[src/rtl/alu_seq_pkg.sv]
// Shared types for the ALU op sequencer: opcodes, FSM states, micro-op fields.
// XOR_OP_EN enables opcode 111 (XOR); without it that opcode is illegal.
package alu_seq_pkg;

  localparam logic [2:0] OP_ADD  = 3'b000;
  localparam logic [2:0] OP_NAND = 3'b001;
  localparam logic [2:0] OP_NOT  = 3'b010;
  localparam logic [2:0] OP_AND  = 3'b011;
  localparam logic [2:0] OP_OR   = 3'b100;
  localparam logic [2:0] OP_SUB  = 3'b101;
  localparam logic [2:0] OP_INC  = 3'b110;
  localparam logic [2:0] OP_XOR  = 3'b111;

  typedef enum logic [1:0] {ST_IDLE = 2'd0, ST_EXEC = 2'd1, ST_DONE = 2'd2} state_t;
  typedef enum logic [2:0] {SRC_A, SRC_B, SRC_T0, SRC_T1, SRC_ONE} src_t;
  typedef enum logic [1:0] {DST_T0, DST_T1, DST_RES} dest_t;

  typedef struct packed {
    src_t  src_a;
    src_t  src_b;
    logic  alu_sel;
    dest_t dest;
    logic  last;
    logic  illegal;
  } uop_t;

  // Number of ALU passes per opcode; 0 means the opcode is rejected.
  function automatic logic [2:0] op_passes(input logic [2:0] op);
    case (op)
      OP_AND:         op_passes = 3'd2;
      OP_OR, OP_SUB:  op_passes = 3'd3;
`ifdef XOR_OP_EN
      OP_XOR:         op_passes = 3'd4;
`else
      OP_XOR:         op_passes = 3'd0;
`endif
      default:        op_passes = 3'd1;
    endcase
  endfunction

endpackage

[src/rtl/alu_op_sequencer_if.sv]
// Request/result handshake and external ALU bus of the op sequencer.
interface alu_op_sequencer_if #(parameter int DATA_W = 4);
  logic              req_valid;
  logic              req_ready;
  logic [2:0]        op;
  logic [DATA_W-1:0] A;
  logic [DATA_W-1:0] B;
  logic [DATA_W-1:0] RES;
  logic              res_valid;
  logic              res_ready;
  logic              res_err;
  logic              busy;
  logic [DATA_W-1:0] alu_a;
  logic [DATA_W-1:0] alu_b;
  logic              alu_sel;
  logic [DATA_W-1:0] alu_res;

  modport slave (
    input  req_valid, op, A, B, res_ready, alu_res,
    output req_ready, RES, res_valid, res_err, busy, alu_a, alu_b, alu_sel
  );

  modport master (
    output req_valid, op, A, B, res_ready, alu_res,
    input  req_ready, RES, res_valid, res_err, busy, alu_a, alu_b, alu_sel
  );
endinterface

[src/rtl/alu_seq_rom.sv]
// Micro-op table: (opcode, pass index) -> ALU operand sources, select, destination.
// XOR_OP_EN selects whether opcode 111 has a schedule or is flagged illegal.
module alu_seq_rom
  import alu_seq_pkg::*;
(
  input  logic [2:0] i_op,
  input  logic [1:0] i_step,
  output uop_t       o_uop
);

  function automatic uop_t mk(input src_t sa, input src_t sb, input logic sel,
                              input dest_t dst, input logic last);
    mk = '{src_a: sa, src_b: sb, alu_sel: sel, dest: dst, last: last, illegal: 1'b0};
  endfunction

  always_comb begin
    o_uop = mk(SRC_A, SRC_B, 1'b0, DST_RES, 1'b1);
    case (i_op)
      OP_ADD:  o_uop = mk(SRC_A, SRC_B,   1'b0, DST_RES, 1'b1);
      OP_NAND: o_uop = mk(SRC_A, SRC_B,   1'b1, DST_RES, 1'b1);
      OP_NOT:  o_uop = mk(SRC_A, SRC_A,   1'b1, DST_RES, 1'b1);
      OP_INC:  o_uop = mk(SRC_A, SRC_ONE, 1'b0, DST_RES, 1'b1);
      OP_AND:
        case (i_step)
          2'd0:    o_uop = mk(SRC_A,  SRC_B,  1'b1, DST_T0,  1'b0);
          default: o_uop = mk(SRC_T0, SRC_T0, 1'b1, DST_RES, 1'b1);
        endcase
      OP_OR:
        case (i_step)
          2'd0:    o_uop = mk(SRC_A,  SRC_A,  1'b1, DST_T0,  1'b0);
          2'd1:    o_uop = mk(SRC_B,  SRC_B,  1'b1, DST_T1,  1'b0);
          default: o_uop = mk(SRC_T0, SRC_T1, 1'b1, DST_RES, 1'b1);
        endcase
      // Two's complement subtract: a + ~b + 1, carry dropped
      OP_SUB:
        case (i_step)
          2'd0:    o_uop = mk(SRC_B,  SRC_B,   1'b1, DST_T0,  1'b0);
          2'd1:    o_uop = mk(SRC_A,  SRC_T0,  1'b0, DST_T0,  1'b0);
          default: o_uop = mk(SRC_T0, SRC_ONE, 1'b0, DST_RES, 1'b1);
        endcase
      OP_XOR: begin
`ifdef XOR_OP_EN
        case (i_step)
          2'd0:    o_uop = mk(SRC_A,  SRC_B,  1'b1, DST_T0,  1'b0);
          2'd1:    o_uop = mk(SRC_A,  SRC_T0, 1'b1, DST_T1,  1'b0);
          2'd2:    o_uop = mk(SRC_B,  SRC_T0, 1'b1, DST_T0,  1'b0);
          default: o_uop = mk(SRC_T1, SRC_T0, 1'b1, DST_RES, 1'b1);
        endcase
`else
        o_uop.illegal = 1'b1;
`endif
      end
      default: o_uop.illegal = 1'b1;
    endcase
  end

endmodule

[src/rtl/alu_op_sequencer.sv]
// Multi-cycle controller building compound ops from single ADD/NAND ALU passes.
// XOR_OP_EN (see alu_seq_rom) enables the four-pass XOR opcode.
module alu_op_sequencer
  import alu_seq_pkg::*;
#(
  parameter int DATA_W = 4
) (
  input  logic              clk,
  input  logic              rst,
  alu_op_sequencer_if.slave bus
);

  state_t            r_state;
  logic [1:0]        r_step;
  logic [2:0]        r_rop;
  logic [DATA_W-1:0] r_ra, r_rb, r_t0, r_t1, r_res;
  logic [DATA_W-1:0] r_alu_a, r_alu_b;
  logic              r_alu_sel, r_res_valid, r_res_err, r_busy, r_last;
  dest_t             r_dest;

  logic              w_idle, w_exec, w_accept;
  logic [2:0]        w_rom_op;
  logic [1:0]        w_rom_step;
  uop_t              w_uop;
  logic [DATA_W-1:0] w_t0_nxt, w_t1_nxt, w_opa, w_opb, w_nxt_a, w_nxt_b;

  function automatic logic [DATA_W-1:0] pick(input src_t s, input logic [DATA_W-1:0] a,
                                             input logic [DATA_W-1:0] b,
                                             input logic [DATA_W-1:0] t0,
                                             input logic [DATA_W-1:0] t1);
    case (s)
      SRC_A:   pick = a;
      SRC_B:   pick = b;
      SRC_T0:  pick = t0;
      SRC_T1:  pick = t1;
      default: pick = {{(DATA_W-1){1'b0}}, 1'b1};
    endcase
  endfunction

  assign w_idle   = (r_state == ST_IDLE);
  assign w_exec   = (r_state == ST_EXEC);
  assign w_accept = bus.req_valid && w_idle && !rst;

  // The table is looked up one pass ahead so ALU drive lines can be registered
  assign w_rom_op   = w_idle ? bus.op : r_rop;
  assign w_rom_step = w_idle ? 2'd0 : r_step + 2'd1;

  alu_seq_rom u_rom (
    .i_op   (w_rom_op),
    .i_step (w_rom_step),
    .o_uop  (w_uop)
  );

  assign w_t0_nxt = (w_exec && r_dest == DST_T0) ? bus.alu_res : r_t0;
  assign w_t1_nxt = (w_exec && r_dest == DST_T1) ? bus.alu_res : r_t1;
  assign w_opa    = w_idle ? bus.A : r_ra;
  assign w_opb    = w_idle ? bus.B : r_rb;
  assign w_nxt_a  = pick(w_uop.src_a, w_opa, w_opb, w_t0_nxt, w_t1_nxt);
  assign w_nxt_b  = pick(w_uop.src_b, w_opa, w_opb, w_t0_nxt, w_t1_nxt);

  always_ff @(posedge clk) begin
    if (w_accept) begin
      r_ra  <= bus.A;
      r_rb  <= bus.B;
      r_rop <= bus.op;
    end
    if (w_exec) begin
      r_t0 <= w_t0_nxt;
      r_t1 <= w_t1_nxt;
    end
  end

  always_ff @(posedge clk) begin
    if (rst) begin
      r_state     <= ST_IDLE;
      r_step      <= 2'd0;
      r_res       <= '0;
      r_res_valid <= 1'b0;
      r_res_err   <= 1'b0;
      r_busy      <= 1'b0;
      r_alu_a     <= '0;
      r_alu_b     <= '0;
      r_alu_sel   <= 1'b0;
      r_dest      <= DST_RES;
      r_last      <= 1'b0;
    end else begin
      case (r_state)
        ST_IDLE: begin
          if (w_accept) begin
            r_step <= 2'd0;
            r_busy <= 1'b1;
            if (w_uop.illegal) begin
              r_state     <= ST_DONE;
              r_res       <= '0;
              r_res_err   <= 1'b1;
              r_res_valid <= 1'b1;
            end else begin
              r_state   <= ST_EXEC;
              r_res_err <= 1'b0;
              r_alu_a   <= w_nxt_a;
              r_alu_b   <= w_nxt_b;
              r_alu_sel <= w_uop.alu_sel;
              r_dest    <= w_uop.dest;
              r_last    <= w_uop.last;
            end
          end
        end
        ST_EXEC: begin
          if (r_last) begin
            r_res       <= bus.alu_res;
            r_res_valid <= 1'b1;
            r_state     <= ST_DONE;
            r_alu_a     <= '0;
            r_alu_b     <= '0;
            r_alu_sel   <= 1'b0;
          end else begin
            r_step    <= r_step + 2'd1;
            r_alu_a   <= w_nxt_a;
            r_alu_b   <= w_nxt_b;
            r_alu_sel <= w_uop.alu_sel;
            r_dest    <= w_uop.dest;
            r_last    <= w_uop.last;
          end
        end
        ST_DONE: begin
          if (bus.res_ready) begin
            r_res_valid <= 1'b0;
            r_busy      <= 1'b0;
            r_state     <= ST_IDLE;
          end
        end
        default: r_state <= ST_IDLE;
      endcase
    end
  end

  assign bus.req_ready = w_idle && !rst;
  assign bus.RES       = r_res;
  assign bus.res_valid = r_res_valid;
  assign bus.res_err   = r_res_err;
  assign bus.busy      = r_busy;
  assign bus.alu_a     = r_alu_a;
  assign bus.alu_b     = r_alu_b;
  assign bus.alu_sel   = r_alu_sel;

endmodule

[src/flat_wrapper.sv]
// flat-port wrapper written by rule: the top's interface ports become plain ports
module alu_op_sequencer_flat import alu_seq_pkg::*;
#(
  parameter int DATA_W = 4
)
  (clk, rst, bus_req_valid, bus_op, bus_A, bus_B, bus_res_ready, bus_alu_res, bus_req_ready, bus_RES, bus_res_valid, bus_res_err, bus_busy, bus_alu_a, bus_alu_b, bus_alu_sel);
  alu_op_sequencer_if #(.DATA_W(DATA_W)) bus_i ();
  input  logic clk;
  input  logic rst;
  input wire logic [$bits(bus_i.req_valid)-1:0] bus_req_valid;
  input wire logic [$bits(bus_i.op)-1:0] bus_op;
  input wire logic [$bits(bus_i.A)-1:0] bus_A;
  input wire logic [$bits(bus_i.B)-1:0] bus_B;
  input wire logic [$bits(bus_i.res_ready)-1:0] bus_res_ready;
  input wire logic [$bits(bus_i.alu_res)-1:0] bus_alu_res;
  output wire logic [$bits(bus_i.req_ready)-1:0] bus_req_ready;
  output wire logic [$bits(bus_i.RES)-1:0] bus_RES;
  output wire logic [$bits(bus_i.res_valid)-1:0] bus_res_valid;
  output wire logic [$bits(bus_i.res_err)-1:0] bus_res_err;
  output wire logic [$bits(bus_i.busy)-1:0] bus_busy;
  output wire logic [$bits(bus_i.alu_a)-1:0] bus_alu_a;
  output wire logic [$bits(bus_i.alu_b)-1:0] bus_alu_b;
  output wire logic [$bits(bus_i.alu_sel)-1:0] bus_alu_sel;
  assign bus_i.req_valid = bus_req_valid;
  assign bus_i.op = bus_op;
  assign bus_i.A = bus_A;
  assign bus_i.B = bus_B;
  assign bus_i.res_ready = bus_res_ready;
  assign bus_i.alu_res = bus_alu_res;
  assign bus_req_ready = bus_i.req_ready;
  assign bus_RES = bus_i.RES;
  assign bus_res_valid = bus_i.res_valid;
  assign bus_res_err = bus_i.res_err;
  assign bus_busy = bus_i.busy;
  assign bus_alu_a = bus_i.alu_a;
  assign bus_alu_b = bus_i.alu_b;
  assign bus_alu_sel = bus_i.alu_sel;
  alu_op_sequencer #(.DATA_W(DATA_W)) u_core (.clk(clk), .rst(rst), .bus(bus_i));
endmodule
[config.mk]
export PLATFORM = sky130hd
export DESIGN_NAME = alu_op_sequencer_flat
export DESIGN_NICKNAME = d
export VERILOG_FILES = /design/src/rtl/alu_seq_pkg.sv /design/src/rtl/alu_op_sequencer_if.sv /design/src/rtl/alu_seq_rom.sv /design/src/rtl/alu_op_sequencer.sv /design/src/flat_wrapper.sv
export SDC_FILE = /design/constraint.sdc
export NUM_CORES = 1
export LEC_CHECK = 0
export ABC_AREA = 1
export CAP_MARGIN = 10
export CORE_MARGIN = 3
export CORE_UTILIZATION = 48
export DETAILED_ROUTE_END_ITERATION = 10
export GPL_ROUTABILITY_DRIVEN = 0
export GPL_TIMING_DRIVEN = 0
export PLACE_DENSITY = 0.76
export SETUP_SLACK_MARGIN = 0.15
export SYNTH_ARGS = -nofsm -noshare
export SYNTH_HDL_FRONTEND = slang
export SYNTH_SLANG_ARGS = --single-unit
[constraint.sdc]
create_clock -name clk -period 1.7 [get_ports clk]
set_input_delay 0.34 -clock clk [delete_from_list [all_inputs] [get_ports clk]]
set_output_delay 0.34 -clock clk [all_outputs]
set_load 0.02 [all_outputs]
== Word-level counts from Yosys, hierarchy flattened ==
Index checks and enable logic that the tools add are counted.
Word-level totals
  bits in registers: 42
  logic and storage cells: 117
Cells by class
  add/sub/neg operators: 1
  equality and inequality tests: 23
  muxes and demuxes: 53
  reductions and logical operators: 24
Operator list (count)
  10-bit one-hot mux with 6 select lines: 1
  4-bit two-way mux: 13
  10-bit one-hot mux with 2 select lines: 2
  4-bit one-hot mux with 4 select lines: 2
  4-bit one-hot mux with 2 select lines: 3
  2-bit two-way mux: 10
  3-bit by 2-bit == test with 1-bit output (second input constant): 6
  3-bit == test (second input constant): 4
  1-bit two-way mux: 12
  3-bit AND reduction: 4
  10-bit two-way mux: 1
  2-bit inequality test (second input constant): 5
  3-bit by 1-bit == test with 1-bit output (second input constant): 3
  3-bit zero test: 3
  2-bit one-hot mux with 2 select lines: 2
  4-bit AND reduction: 2
  2-bit by 1-bit == test with 1-bit output (second input constant): 3
  2-bit zero test: 3
  1-bit one-hot mux with 2 select lines: 3
  2-bit one-hot mux with 3 select lines: 1
  1-bit logical AND: 5
  1-bit one-hot mux with 5 select lines: 1
  5-bit AND reduction: 1
  2-bit nonzero test: 2
  other kinds (9): 9

== Logic depth before layout (Yosys ltp) ==
Gate-level depths: netlist of run 1.
  depth after elaboration: 10
  depth in mapped cells: 15
  gate-level depth less buffers: 14

== By module ==
Synthesis of run 1 repeated with hierarchy kept, for this count alone.
Second synthesis, totals
  cell total of the unflattened synthesis: 322
  area total of the unflattened synthesis: 2381.0 µm²
By module, submodules not included
  alu_op_sequencer: times used 1, cells an instance 283, area an instance 2195.9 µm², seq. area each 1031.0 µm²
  alu_seq_rom: times used 1, cells an instance 39, area an instance 185.2 µm², seq. area each 0.0 µm²

== Worst setup path after synthesis of run 1 ==
Ideal clock, no wire load.
  path type: register to register
  start: register u_core.r_state[0]
  end: register u_core.r_alu_b[1] (netlist: u_core.bus.alu_b[1])
  library setup time: 0.067 ns
  arrival time: 1.843 ns
  data required time: 1.633 ns
  path slack: -0.211 ns
  stages on the path, launching flop included: 13
  path buffers: 1
  clock period less this slack: 1.911 ns
  cells stage by stage: dfxtp_1 > inv_1 > nand2_4 > buf_6 > nor2_2 > nand2_1 > inv_2 > nor2_1 > inv_2 > nand2_1 > nor2_1 > nand2_1 > a21oi_2
On the way
  elaborated cells on any way between the ends: 41
  those cells by class: 14 x eq/ne; 16 x mux; 11 x reduce/logical
RTL lines
  start: declaration: RTL line alu_op_sequencer.sv:13  | state_t r_state;
  start signal: assignment: RTL line alu_op_sequencer.sv:75  | r_state <= ST_IDLE;
  start signal: assignment: RTL line alu_op_sequencer.sv:93  | r_state <= ST_DONE;
  start signal: assignment: RTL line alu_op_sequencer.sv:98  | r_state <= ST_EXEC;
  2-bit zero test: RTL line alu_op_sequencer.sv:40  | assign w_idle = (r_state == ST_IDLE);
  1-bit logical AND (2 in series): RTL line alu_op_sequencer.sv:42  | assign w_accept = bus.req_valid && w_idle && !rst;
  via u_core.w_accept: RTL line alu_op_sequencer.sv:21  | logic w_idle, w_exec, w_accept;
  2-bit inequality test (no source line)
  3-bit AND reduction (no source line)
  end signal: assignment: RTL line alu_op_sequencer.sv:101  | r_alu_b <= w_nxt_b;
  end signal: assignment: RTL line alu_op_sequencer.sv:119  | r_alu_b <= w_nxt_b;
  end: declaration: RTL line alu_op_sequencer.sv:17  | logic [DATA_W-1:0] r_alu_a, r_alu_b;
The timed path passes the listed nets, and every way through them passes these cells. The select of a mux whose other input is x is not followed.
A chain may end at the register's enable or synchronous reset.

== Worst setup path after layout of run 1 ==
  start: register u_core.r_state[0]
  end: register u_core.r_alu_b[0] (netlist: u_core.bus.alu_b[0])
On the way
  longest elaborated chain between the ends: 10
  elaborated cells on any way between the ends: 41
  those cells by class: 14 x eq/ne; 16 x mux; 11 x reduce/logical
Ends and longest elaborated chain
  2-bit zero test: RTL line alu_op_sequencer.sv:40, alu_op_sequencer.sv:87
  2-bit two-way mux: RTL line alu_op_sequencer.sv:46  | assign w_rom_step = w_idle ? 2'd0 : r_step + 2'd1;
  2-bit by 1-bit == test with 1-bit output / 2-bit zero test (equally long branches): RTL line alu_seq_rom.sv:29, alu_seq_rom.sv:36, alu_seq_rom.sv:24
  10-bit one-hot mux with 2 select lines (tied with other cells): RTL line alu_seq_rom.sv:36  | case (i_step)
  10-bit one-hot mux with 6 select lines: RTL line alu_seq_rom.sv:18  | case (i_op)
  3-bit by 2-bit == test with 1-bit output (tied with other cells): RTL line alu_op_sequencer.sv:31  | case (s)
  4-bit one-hot mux with 4 select lines: RTL line alu_op_sequencer.sv:31
  4-bit two-way mux: RTL line alu_op_sequencer.sv:92  | if (w_uop.illegal) begin
  4-bit two-way mux: RTL line alu_op_sequencer.sv:89  | if (w_accept) begin
  4-bit one-hot mux with 2 select lines: RTL line alu_op_sequencer.sv:87  | case (r_state)
Several ways; a longest one is shown, not always the timed one. The select of a mux whose other input is x is not followed.

==> results of run 1 <==
registers in the layout, summed over array words and instances, names as in the netlist:
signal,cells
u_core.bus.busy,1
u_core.r_step,2
u_core.bus.res_valid,1
u_core.bus.res_err,1
u_core.bus.alu_sel,1
u_core.r_dest,2
u_core.r_ra,4
u_core.r_state,2
u_core.bus.alu_a,4
u_core.r_rop,3
u_core.r_rb,4
u_core.r_t0,4
u_core.bus.RES,4
u_core.bus.alu_b,4
u_core.r_t1,4
u_core.r_last,1
cells in the mapped netlist:
| cell type | n |
|---|---|
| a21oi_1 | 17 |
| inv_4 | 2 |
| nor2_2 | 3 |
| nand2_1 | 102 |
| dfxtp_1 | 23 |
| nor3_1 | 2 |
| nor2_1 | 12 |
| nand4_4 | 1 |
| nand3_4 | 1 |
| clkbuf_1 | 3 |
| edfxtp_1 | 19 |
| nand3_2 | 4 |
| o21ai_0 | 15 |
| nand2_4 | 5 |
| inv_2 | 7 |
| a211oi_1 | 1 |
| o211a_1 | 1 |
| buf_6 | 1 |
| inv_1 | 18 |
| nand2_2 | 5 |
| nand4_1 | 5 |
| a21oi_2 | 2 |
| nand3b_1 | 1 |
| clkinv_1 | 2 |
| o21ai_1 | 3 |
| nor2_4 | 5 |
| nand4_2 | 1 |
| a31oi_1 | 2 |
| nand3_1 | 21 |
critical path, cell delays in order, from the launching register on:
cell and delay, ps:
dfxtp_4 390, nor2_4 200, nand2_1 90, nand2_2 120, buf_4 150, nand4_4 150
nand3_4 180, nor2_4 60, a21oi_2 100, nand3_1 100, nand2_1 70, a21oi_1 60
stage by stage:
step | power [mW] | instance area [um^2] | util (%) | setup slack [ps]
floorplan | 1.96 | 2270 | - | 90.3
global placement | 2.26 | 2690 | 60.9 | -569
detailed placement | 2.27 | 2690 | 60.9 | -614
CTS | 3.18 | 3050 | 69.0 | -35.8
global route | 3.47 | 3180 | 72.1 | -238
finish | 3.31 | 3180 | 72.1 | -107
report_power, final:
| group | leakage (nW) | switching [mW] | internal, mW |
|---|---|---|---|
| sequential | 0.365 | 0.0589 | 1.17 |
| clock | 0.0539 | 0.377 | 0.381 |
| combinational | 1.05 | 0.807 | 0.519 |
kinds of logic after synthesis:
kind of cell / after synthesis / share of synthesized area, %
AOI/OAI and AO/OA: 41 / 10.0
DFF: 42 / 46.3
buffers and inverters: 33 / 6.13
and+or+nand+nor: 168 / 37.5
layout make-up:
type	count	share of cell area, %
well taps	52	2.05
clock inverters	1	0.197
plain buffers	4	0.905
multi-input cells	209	38.7
clock buffers	7	3.07
flip-flops and latches	42	32.7
repair buffers	62	18.2
inverters	29	4.25
what timing repair did:
| action | 4_1_cts | 5_1_grt |
|---|---|---|
| gates resized for setup | 52 | 25 |
| pin swaps | 17 | 7 |
| hold buffers | 0 | 0 |
| endpoints found under the setup margin | 45 | 32 |
| buffers inserted | 20 | 7 |
| endpoints found under the hold margin | 0 | 0 |
placed cells by master (no fill, tap or decap), types with 2 or more instances in the layout:
| master | instances |
|---|---|
| nand3_1 | 19 |
| nand2_1 | 89 |
| clkbuf_1 | 2 |
| clkdlybuf4s50_1 | 16 |
| nand2_2 | 12 |
| o21ai_0 | 9 |
| dfxtp_1 | 21 |
| buf_8 | 2 |
| a21oi_2 | 3 |
| a21oi_1 | 15 |
| nor2_1 | 7 |
| nand4_4 | 2 |
| a31oi_1 | 2 |
| nor2_2 | 4 |
| dlygate4sd2_1 | 17 |
| nor3_1 | 2 |
| nand2_4 | 10 |
| clkbuf_2 | 2 |
| inv_1 | 17 |
| dfxtp_4 | 2 |
| buf_12 | 2 |
| buf_4 | 21 |
| nand3_2 | 2 |
| inv_2 | 3 |
| nor2_4 | 9 |
| nand4_1 | 5 |
| inv_6 | 3 |
| nand3_4 | 5 |
| clkbuf_8 | 5 |
| edfxtp_1 | 19 |
| buf_6 | 4 |
| o21ai_1 | 8 |
| inv_4 | 5 |
metal layers:
metal  vias up  share of wire (%)
met3        16                5.1
li1       1079                  -
met4         0                2.8
met5         -                  0
met1      1028                 40
met2        67                 52
worst paths after layout:
path / startpoint / slack (ps) / end
max: u_core.r_state[0]$_SDFFE_PP0P_ / -110 / u_core.bus.alu_b[0]$_SDFFE_PP0P_
min: bus_op[1] / 280 / u_core.r_rop[1]$_DFFE_PP_
max reg2reg: u_core.r_state[0]$_SDFFE_PP0P_ / -110 / u_core.bus.alu_b[0]$_SDFFE_PP0P_
min reg2reg: u_core.bus.alu_sel$_SDFFE_PP0P_ / 470 / u_core.bus.alu_sel$_SDFFE_PP0P_
==> metrics, run 1 <==
outcome=complete, but fails checks; failing checks=setup timing; CTS sink count=42; Ys Warns=0; largest net degree at the start of global routing=14; Seq/Total Area, Yosys=46.3%; via/cell ratio=5.39; Routed Antenna Nets=0; Area contributors post-synth=edfxtp_1 26%, dfxtp_1 21%, nand2_1 17%; GRT Util Overall=22.4%; Die Wd=74.1 um; vias in the first global route=2,067; worst setup path class=reg2reg; Final Net Count=372; final worst setup slack=-107 ps; top cell type's share of synthesized area=25.6%; vias=2,190; average routed wire per standard cell=15.2 um; Syn Nets=303; global routing met1 resource utilization=26.5%; CTS Buf Count=5; met3 Use GR=4.46%; Worst Setup End Kind=flop; Overflow after GRT=0; layout cells sized above 1=28.5%; DP HPWL=3830 um; min Tclk post-route=1810 ps; clock slew seen by the registers of the worst setup and hold paths=90 ps; core area=0.00441 mm^2; clk root buf=clkbuf_8; Syn Area/Cell=7.84 um^2; die area=0.00549 mm^2; period utilization=106%; Reg area=0.00104 mm^2; Most Used Layer, Global Route=met2; Leak=1.47 nW; Distinct cells, synth=29; worst skew pair latency=310 ps; Fin. Hold Viols=0; max-cap violations=0; first-pass GRT wire length=9340 um; Filler cells=343; total wire length=6160 um; TritonCTS clock tree=done; clock buffer depth=2; final setup TNS=-899 ps; footprint of the multi-input gates=0.00123 mm^2; Cells after DPL=371; startpoint types=flop; drt pass-1 iters=4; final setup vio count=13; Min Hold Slack=276 ps; VDD IR-drop max=0.510 mV; non-filler instance count after layout=406; met2 usage=39.0%; final clock skew=8.75 ps; data required time of the worst path=1880 ps; FMAX=0.553 GHz; RSZ-0062 raised after global routing=yes; H-tree levels=2; Worst Path Max Fanout=7; crit path DAT=1990 ps; hold depth=1; post-synthesis register bit count=42; I/O pins=36; HP Class=in2reg; antenna diode count=0; R2R depth=11; Rel. slew slack=65.2%; Worst-Margin Slew=522 ps; Synth-to-Final Area Change=42.9%; Die Span Y=74.1 um; Starting Density=50.4%; area leader, netlist=edfxtp_1; PwrDens=1040 mW/mm^2; Cell Rows=24; Synth Cell Area=0.00223 mm^2; Post-route DRC=0; drt initial violations=201; Slew Viols, Final=0; initial antenna violation count=0; synthesized instance count=284; number of buffers added on ports=35
Note: power is estimated with default switching activity, not from simulation.
==> run 2: changes to the inputs <==
--- a/config.mk
+++ b/config.mk
@@ -8,12 +8,12 @@
 export ABC_AREA = 1
 export CAP_MARGIN = 10
 export CORE_MARGIN = 3
-export CORE_UTILIZATION = 48
+export CORE_UTILIZATION = 49
 export DETAILED_ROUTE_END_ITERATION = 10
 export GPL_ROUTABILITY_DRIVEN = 0
 export GPL_TIMING_DRIVEN = 0
 export PLACE_DENSITY = 0.76
-export SETUP_SLACK_MARGIN = 0.15
 export SYNTH_ARGS = -nofsm -noshare
 export SYNTH_HDL_FRONTEND = slang
+export SYNTH_HIERARCHICAL = 1
 export SYNTH_SLANG_ARGS = --single-unit
==> constraint.sdc (replaced) <==
create_clock -name clk -period 1.7 [get_ports clk]
set_input_delay 0.34 -clock clk [delete_from_list [all_inputs] [get_ports clk]]
set_output_delay 0.34 -clock clk [all_outputs]
set_load 0.005 [all_outputs]
==> run 2 against run 1 <==
Sequential share of layout area down 1.9 points. Register-to-register slack lost 290 ps. Worst setup slack lost 290 ps. Via count rose by 5.2%. Non-clock buffer count is 10 lower. The flow still finishes with violations (setup timing). Count of clock-buffer cells in the layout is 1 lower. Critical path depth rose by 3. Largest power group unchanged. Die area rose by 4.4%. Final cell count up 9.4%. Clock skew is 0.61 ps higher. Area after synthesis up 7.0%.
==> metrics, run 2 <==
Worst Setup SP=u_core/r_state[1]$_SDFFE_PP0P_; core area=0.00453 mm^2 (+2.7%); post-synthesis register bit count=42 (unchanged); RSZ-0062 raised after global routing=yes; Final Net Count=397 (+6.7%); startpoint types=flop; Synth Area in XOR/XNOR=0.368% (+0.37 points); Area contributors post-synth=edfxtp_1 24%, dfxtp_1 19%, nand2_1 15%; Cells after DPL=421 (+13%); mux contribution to synthesized area=0% (unchanged); Syn Nets=341 (+13%); outcome=complete, but fails checks; drt initial violations=143 (-29%); # hold bufs at CTS=0 (unchanged); Synth Area in Compound Gates=8.20% (-1.8 points); Filler cells=346 (+0.87%); sw frac=35.6% (-2.0 points); clock buffer depth=2 (unchanged); global routing met1 resource utilization=27.6% (+1.1 points); I/O pins=36 (unchanged); final setup vio count=19 (+6); FMAX=0.478 GHz (-14%); average routed wire per standard cell=13.9 um (-8.3%); vias in the first global route=2,031 (-1.7%); synthesized instance count=322 (+13%); Seq/Total Area, Yosys=43.3% (-3.0 points); Die Wd=75.7 um (+2.2%); Synth Cell Area=0.00238 mm^2 (+7.0%); Most Used Layer, Global Route=met2; top cell type's share of synthesized area=24.0% (-1.7 points); number of buffers added on ports=34 (-2.9%); Starting Density=52.5% (+2.1 points); drt pass-1 iters=4 (unchanged); most frequent cells in the layout=82 x nand2_1, 37 x nand3_1, 35 x inv_1; Post-route DRC=0 (unchanged); Syn Area/Cell=7.39 um^2 (-5.7%); hold depth=2 (+1); clock slew seen by the registers of the worst setup and hold paths=80 ps (about the same); prevailing post-synth register cell=dfxtp_1; final core occ=74.5% (+2.5 points); Post-synth top cells=97 x nand2_1, 41 x inv_1, 40 x nand3_1; vias=2,304 (+5.2%); failing checks=setup timing; final std cell area, no fill=0.00338 mm^2 (+6.3%); first-pass GRT wire length=9320 um (-0.21%); DP HPWL=4020 um (+4.9%); antenna diode count=0 (unchanged); PwrDens=976 mW/mm^2 (-6.2%); crit path DAT=2330 ps (+340 ps); worst skew pair latency=300 ps (about the same); TritonCTS clock tree=done; Int Power=2.12 mW (+2.9%); Worst Setup End Kind=flop; worst setup path end=u_core/bus.alu_b[3]$_SDFFE_PP0P_; Overflow after GRT=0 (unchanged); final setup TNS=-5050 ps (-4150 ps); total wire length=6180 um (+0.26%); post-synthesis simple-gate area fraction=38.5% (+0.92 points); final clock skew=9.36 ps (+0.609 ps); HP Class=in2reg; met2 usage=37.4% (-1.6 points); data required time of the worst path=1930 ps (+50 ps); largest family of logic cells by synthesized area=simple AND/OR/NAND/NOR gates; Die Span Y=75.7 um (+2.2%); Ys Warns=6 (+6); Comb power frac=39.4% (-0.7 points); footprint of the multi-input gates=0.00142 mm^2 (+15%); FF-to-FF Start=u_core/r_state[1]$_SDFFE_PP0P_; Routed Antenna Nets=0 (unchanged); H-tree levels=2 (unchanged); CTS Buf Count=5 (unchanged); final worst setup slack=-393 ps (-286 ps); period utilization=123% (+17 points); area leader, netlist=edfxtp_1; largest net degree at the start of global routing=18 (+4); adder-cell share of the synthesized area=0% (unchanged); worst setup path class=reg2reg; Post-synth EDFFs=19 (unchanged); GRT Util Overall=21.7% (-0.64 points); clk root buf=clkbuf_8; sequential power share=36.7% (-0.3 points); met3 Use GR=3.96% (-0.50 points); via/cell ratio=5.19 (-3.8%); CTS sink count=42 (unchanged); Fin. Hold Viols=0 (unchanged); Cell Rows=24 (unchanged); Reg area=0.00104 mm^2 (unchanged); post-synthesis async set-or-reset flop share=0% (unchanged); non-filler instance count after layout=444 (+9.4%); R2R depth=14 (+3); die area=0.00573 mm^2 (+4.4%); initial antenna violation count=0 (unchanged); Slew Viols, Final=0 (unchanged); Placed Instance Area=0.00289 mm^2 (+7.6%); clock power share=23.8% (+0.9 points); VDD IR-drop max=0.707 mV (+38%); commonest non-fill, non-tap cell in the layout=nand2_1; dominant cell by count in the synthesized netlist=nand2_1; reg-to-reg endpoint=u_core/bus.alu_b[3]$_SDFFE_PP0P_; min Tclk post-route=2090 ps (+286 ps); Synth-to-Final Area Change=41.9%; switching pwr=1.17 mW (-5.7%); layout cells sized above 1=27.2% (-1.4 points); Distinct cells, synth=32 (+10%); max-cap violations=0 (unchanged); Leak=1.40 nW (-4.8%); Worst Path Max Fanout=6 (-1); R2R setup slack=-390 ps (-290 ps)
## run 2: final cells by class
class | instances | share of cell area (%)
well taps | 65 | 2.41
flip-flops and latches | 42 | 30.7
clock buffers | 6 | 2.15
multi-input cells | 227 | 41.9
repair buffers | 49 | 13.6
inverters | 46 | 5.96
clock inverters | 2 | 1.07
plain buffers | 7 | 2.15
## run 2: critical path, cell delays in order, from the launching register on
cell and delay (ps):
dfxtp_4 380, nor2_4 160, buf_8 160, nand2_4 50, nand2_4 100, inv_6 60
nor2_4 180, nand3_1 120, nand3_2 110, inv_4 60, nor3_4 230, nand3_1 110
nand2_1 80, o21ai_1 70, a21oi_1 130
## run 2: power by group through the flow
stage / clock network, mW / logic [mW] / registers (mW)
floorplan: 0 / 0.668 / 1.23
finish: 0.786 / 1.30 / 1.21
detailed placement: 0 / 0.951 / 1.23
global route: 0.844 / 1.40 / 1.22
CTS: 0.806 / 1.13 / 1.21
global placement: 0 / 0.933 / 1.22
## run 2: repair_timing
action | in CTS | in global routing
endpoints found under the setup margin | 21 | 20
gates resized for setup | 38 | 33
pin swaps | 27 | 15
gates cloned | 0 | 0
setup buffers | 11 | 4
## run 2: worst min path at each step
| stage | startpoint | endpoint |
|---|---|---|
| final | rst | u_core/bus.alu_a[2]$_SDFFE_PP0P_ |
| after global routing | rst | u_core/bus.alu_a[2]$_SDFFE_PP0P_ |
| after CTS | rst | u_core/bus.alu_a[2]$_SDFFE_PP0P_ |
| after detailed placement | u_core/bus.RES[1]$_SDFFE_PP0P_ | u_core/bus.RES[1]$_SDFFE_PP0P_ |
| after global placement | u_core/bus.RES[2]$_SDFFE_PP0P_ | u_core/bus.RES[2]$_SDFFE_PP0P_ |
| after floorplan | bus_A[0] | u_core/r_ra[0]$_DFFE_PP_ |
## run 2: logic make-up after synthesis
| family | after synthesis |
|---|---|
| buffers and inverters | 53 |
| DFF | 42 |
| AOI/OAI and AO/OA | 36 |
| xor gates and xnor gates | 1 |
| and+or+nand+nor | 189 |
| other | 1 |
## run 2: metrics by stage
| stage | power [mW] | setup slack (ps) | hold WS, ps |
|---|---|---|---|
| finish | 3.30 | -393 | 294 |
| global route | 3.46 | -530 | 276 |
| CTS | 3.15 | -296 | 278 |
| detailed placement | 2.18 | -672 | 454 |
| global placement | 2.16 | -635 | 440 |
| floorplan | 1.89 | -276 | 439 |
## run 2: per-layer routing
layer | vias to the layer above | share of wire (%) | wire (um)
li1 | 1146 | - | -
met1 | 1071 | 44 | 2700
met2 | 75 | 49 | 3050
met3 | 12 | 4.9 | 303
met4 | 0 | 1.9 | 119
met5 | - | 0 | 0
==> run 3: changes to the inputs <==
==> constraint.sdc (replaced) <==
create_clock -name clk -period 1.7 [get_ports clk]
set_input_delay 0.255 -clock clk [delete_from_list [all_inputs] [get_ports clk]]
set_output_delay 0.255 -clock clk [all_outputs]
set_load 0.005 [all_outputs]
==> run 3 against run 2 <==
The run still ends with setup timing left. Largest cell class unchanged. Clock skew hardly changed. Final cell count did not move. Critical endpoint is now u_core/bus.alu_a[3]$_SDFFE_PP0P_. Power fell by 1.1%. Utilization is 0.86 points lower. Final area fell by 1.1%.
==> metrics, run 3 (same netlist as run 2, synthesis figures left out) <==
outcome=complete, but fails checks; failing checks=setup timing; met2 WL=2990 um (-1.9%); Slew Viols, Final=0 (unchanged); met1 wire length=2640 um (-2.4%); most frequent cells in the layout=86 x nand2_1, 37 x nand3_1, 35 x inv_1; non-filler instance count after layout=444 (unchanged); initial antenna violation count=0 (unchanged); post-layout total power=3.26 mW (-1.1%); Min Hold Slack=209 ps (-85.1 ps); DP HPWL=4020 um (unchanged); max-cap violations=0 (unchanged); Filler cells=355 (+2.6%); Post-route DRC=0 (unchanged); drt pass-1 iters=5 (+1); Fin. Hold Viols=0 (unchanged); PwrDens=976 mW/mm^2 (about the same); Placed Instance Area=0.00289 mm^2 (unchanged); CTS sink count=42 (unchanged); # hold bufs at CTS=0 (unchanged); Cell Rows=24 (unchanged); CTS Buf Count=5 (unchanged); Routed Antenna Nets=0 (unchanged); worst skew pair latency=300 ps (about the same); min Tclk post-route=2090 ps (-0.666 ps); I/O pins=36 (unchanged); final clock skew=9.65 ps (+0.291 ps); total wire length=6100 um (-1.2%); clk root buf=clkbuf_8; startpoint types=flop; largest net degree at the start of global routing=18 (unchanged); final setup TNS=-4720 ps (+324 ps); Worst-Margin Slew=565 ps; RSZ-0062 raised after global routing=yes; footprint of the multi-input gates=0.00140 mm^2 (-1.5%); final core occ=73.7% (-0.86 points); first-pass GRT wire length=9320 um (unchanged); Final Net Count=397 (unchanged); Placement Setup Slack=-672 ps (unchanged); TritonCTS clock tree=done; highest metal used=met4; HP Class=in2reg; Die Wd=75.7 um (unchanged); final worst setup slack=-392 ps (+0.666 ps); number of buffers added on ports=34 (unchanged); vias in the first global route=2,031 (unchanged); vias=2,301 (-0.13%); data required time of the worst path=1930 ps (about the same); final std cell area, no fill=0.00334 mm^2 (-1.1%); VDD IR-drop max=0.733 mV (+3.6%); Overflow after GRT=0 (unchanged); average routed wire per standard cell=13.7 um (-1.2%); Worst Path Max Fanout=6 (unchanged); final setup vio count=18 (-1); Reg area=0.00104 mm^2 (unchanged); Cells after DPL=421 (unchanged); H-tree levels=2 (unchanged); GRT Util Overall=21.7% (unchanged); worst setup path class=reg2reg; clock slew seen by the registers of the worst setup and hold paths=80 ps (about the same); Starting Density=52.5% (unchanged); die area=0.00573 mm^2 (unchanged); layout cells sized above 1=26.4% (-0.79 points); Rel. slew slack=62.4%; via/cell ratio=5.18 (-0.13%); period utilization=123% (about the same); crit path DAT=2320 ps (about the same); Leak=1.39 nW (-0.95%); clock buffer depth=2 (unchanged); FMAX=0.478 GHz (about the same); Die Span Y=75.7 um (unchanged); Worst Setup End Kind=flop; commonest non-fill, non-tap cell in the layout=nand2_1; antenna diode count=0 (unchanged); core area=0.00453 mm^2 (unchanged); drt initial violations=140 (-2.1%); Synth-to-Final Area Change=40.3%; WL met3=404 um (+33%)
-- run 3: cell count changes in the layout (fill, tap and decap cells not counted), sizes merged --
cell   change
nand4      +1
buf        -1
-- run 3: where the power goes --
| group | total, mW | internal, mW | switching [mW] |
|---|---|---|---|
| sequential | 1.21 | 1.16 | 0.0531 |
| clock | 0.785 | 0.439 | 0.346 |
| combinational | 1.27 | 0.513 | 0.753 |
-- run 3: worst paths after layout --
| kind | end | start | slack (ps) | cells past startpoint |
|---|---|---|---|---|
| max | u_core/bus.alu_a[3]$_SDFFE_PP0P_ | u_core/r_state[1]$_SDFFE_PP0P_ | -390 | 13 |
| min | u_core/bus.alu_a[2]$_SDFFE_PP0P_ | rst | 210 | 2 |
| max reg2reg | u_core/bus.alu_a[3]$_SDFFE_PP0P_ | u_core/r_state[1]$_SDFFE_PP0P_ | -390 | 13 |
| min reg2reg | u_core/bus.RES[2]$_SDFFE_PP0P_ | u_core/bus.RES[2]$_SDFFE_PP0P_ | 460 | 2 |
-- run 3: repair_timing --
item | 4_1_cts | 5_1_grt
gates resized for setup | 37 | 23
setup endpoints to repair | 21 | 20
gates cloned | 0 | 1
buffers inserted | 11 | 3
pin swaps | 27 | 11
-- run 3: final cells by class --
type	count	share of cell area, %
multi-input combinational	228	41.8
sequential	42	31.1
clock inverter	2	1.09
timing repair buffer	48	13.5
buffer	7	2.02
tap	65	2.43
inverter	46	5.88
clock buffer	6	2.17
-- run 3: worst max-delay path, cell delays in order (launching register included) --
cell and delay [ps]:
dfxtp_4 400, nor2_4 60, buf_6 130, nor2_2 180, inv_1 70, nor2_1 160
inv_1 110, o21ai_4 230, inv_2 100, nor3_4 200, nand3_1 100, nand2_1 70
o21ai_1 80, a21oi_1 120
-- run 3: per-layer routing --
layer,vias up,track usage (%)
met4,0,6.99
li1,1157,-
met2,86,37.4
met1,1049,27.6
met5,-,0
met3,9,3.96
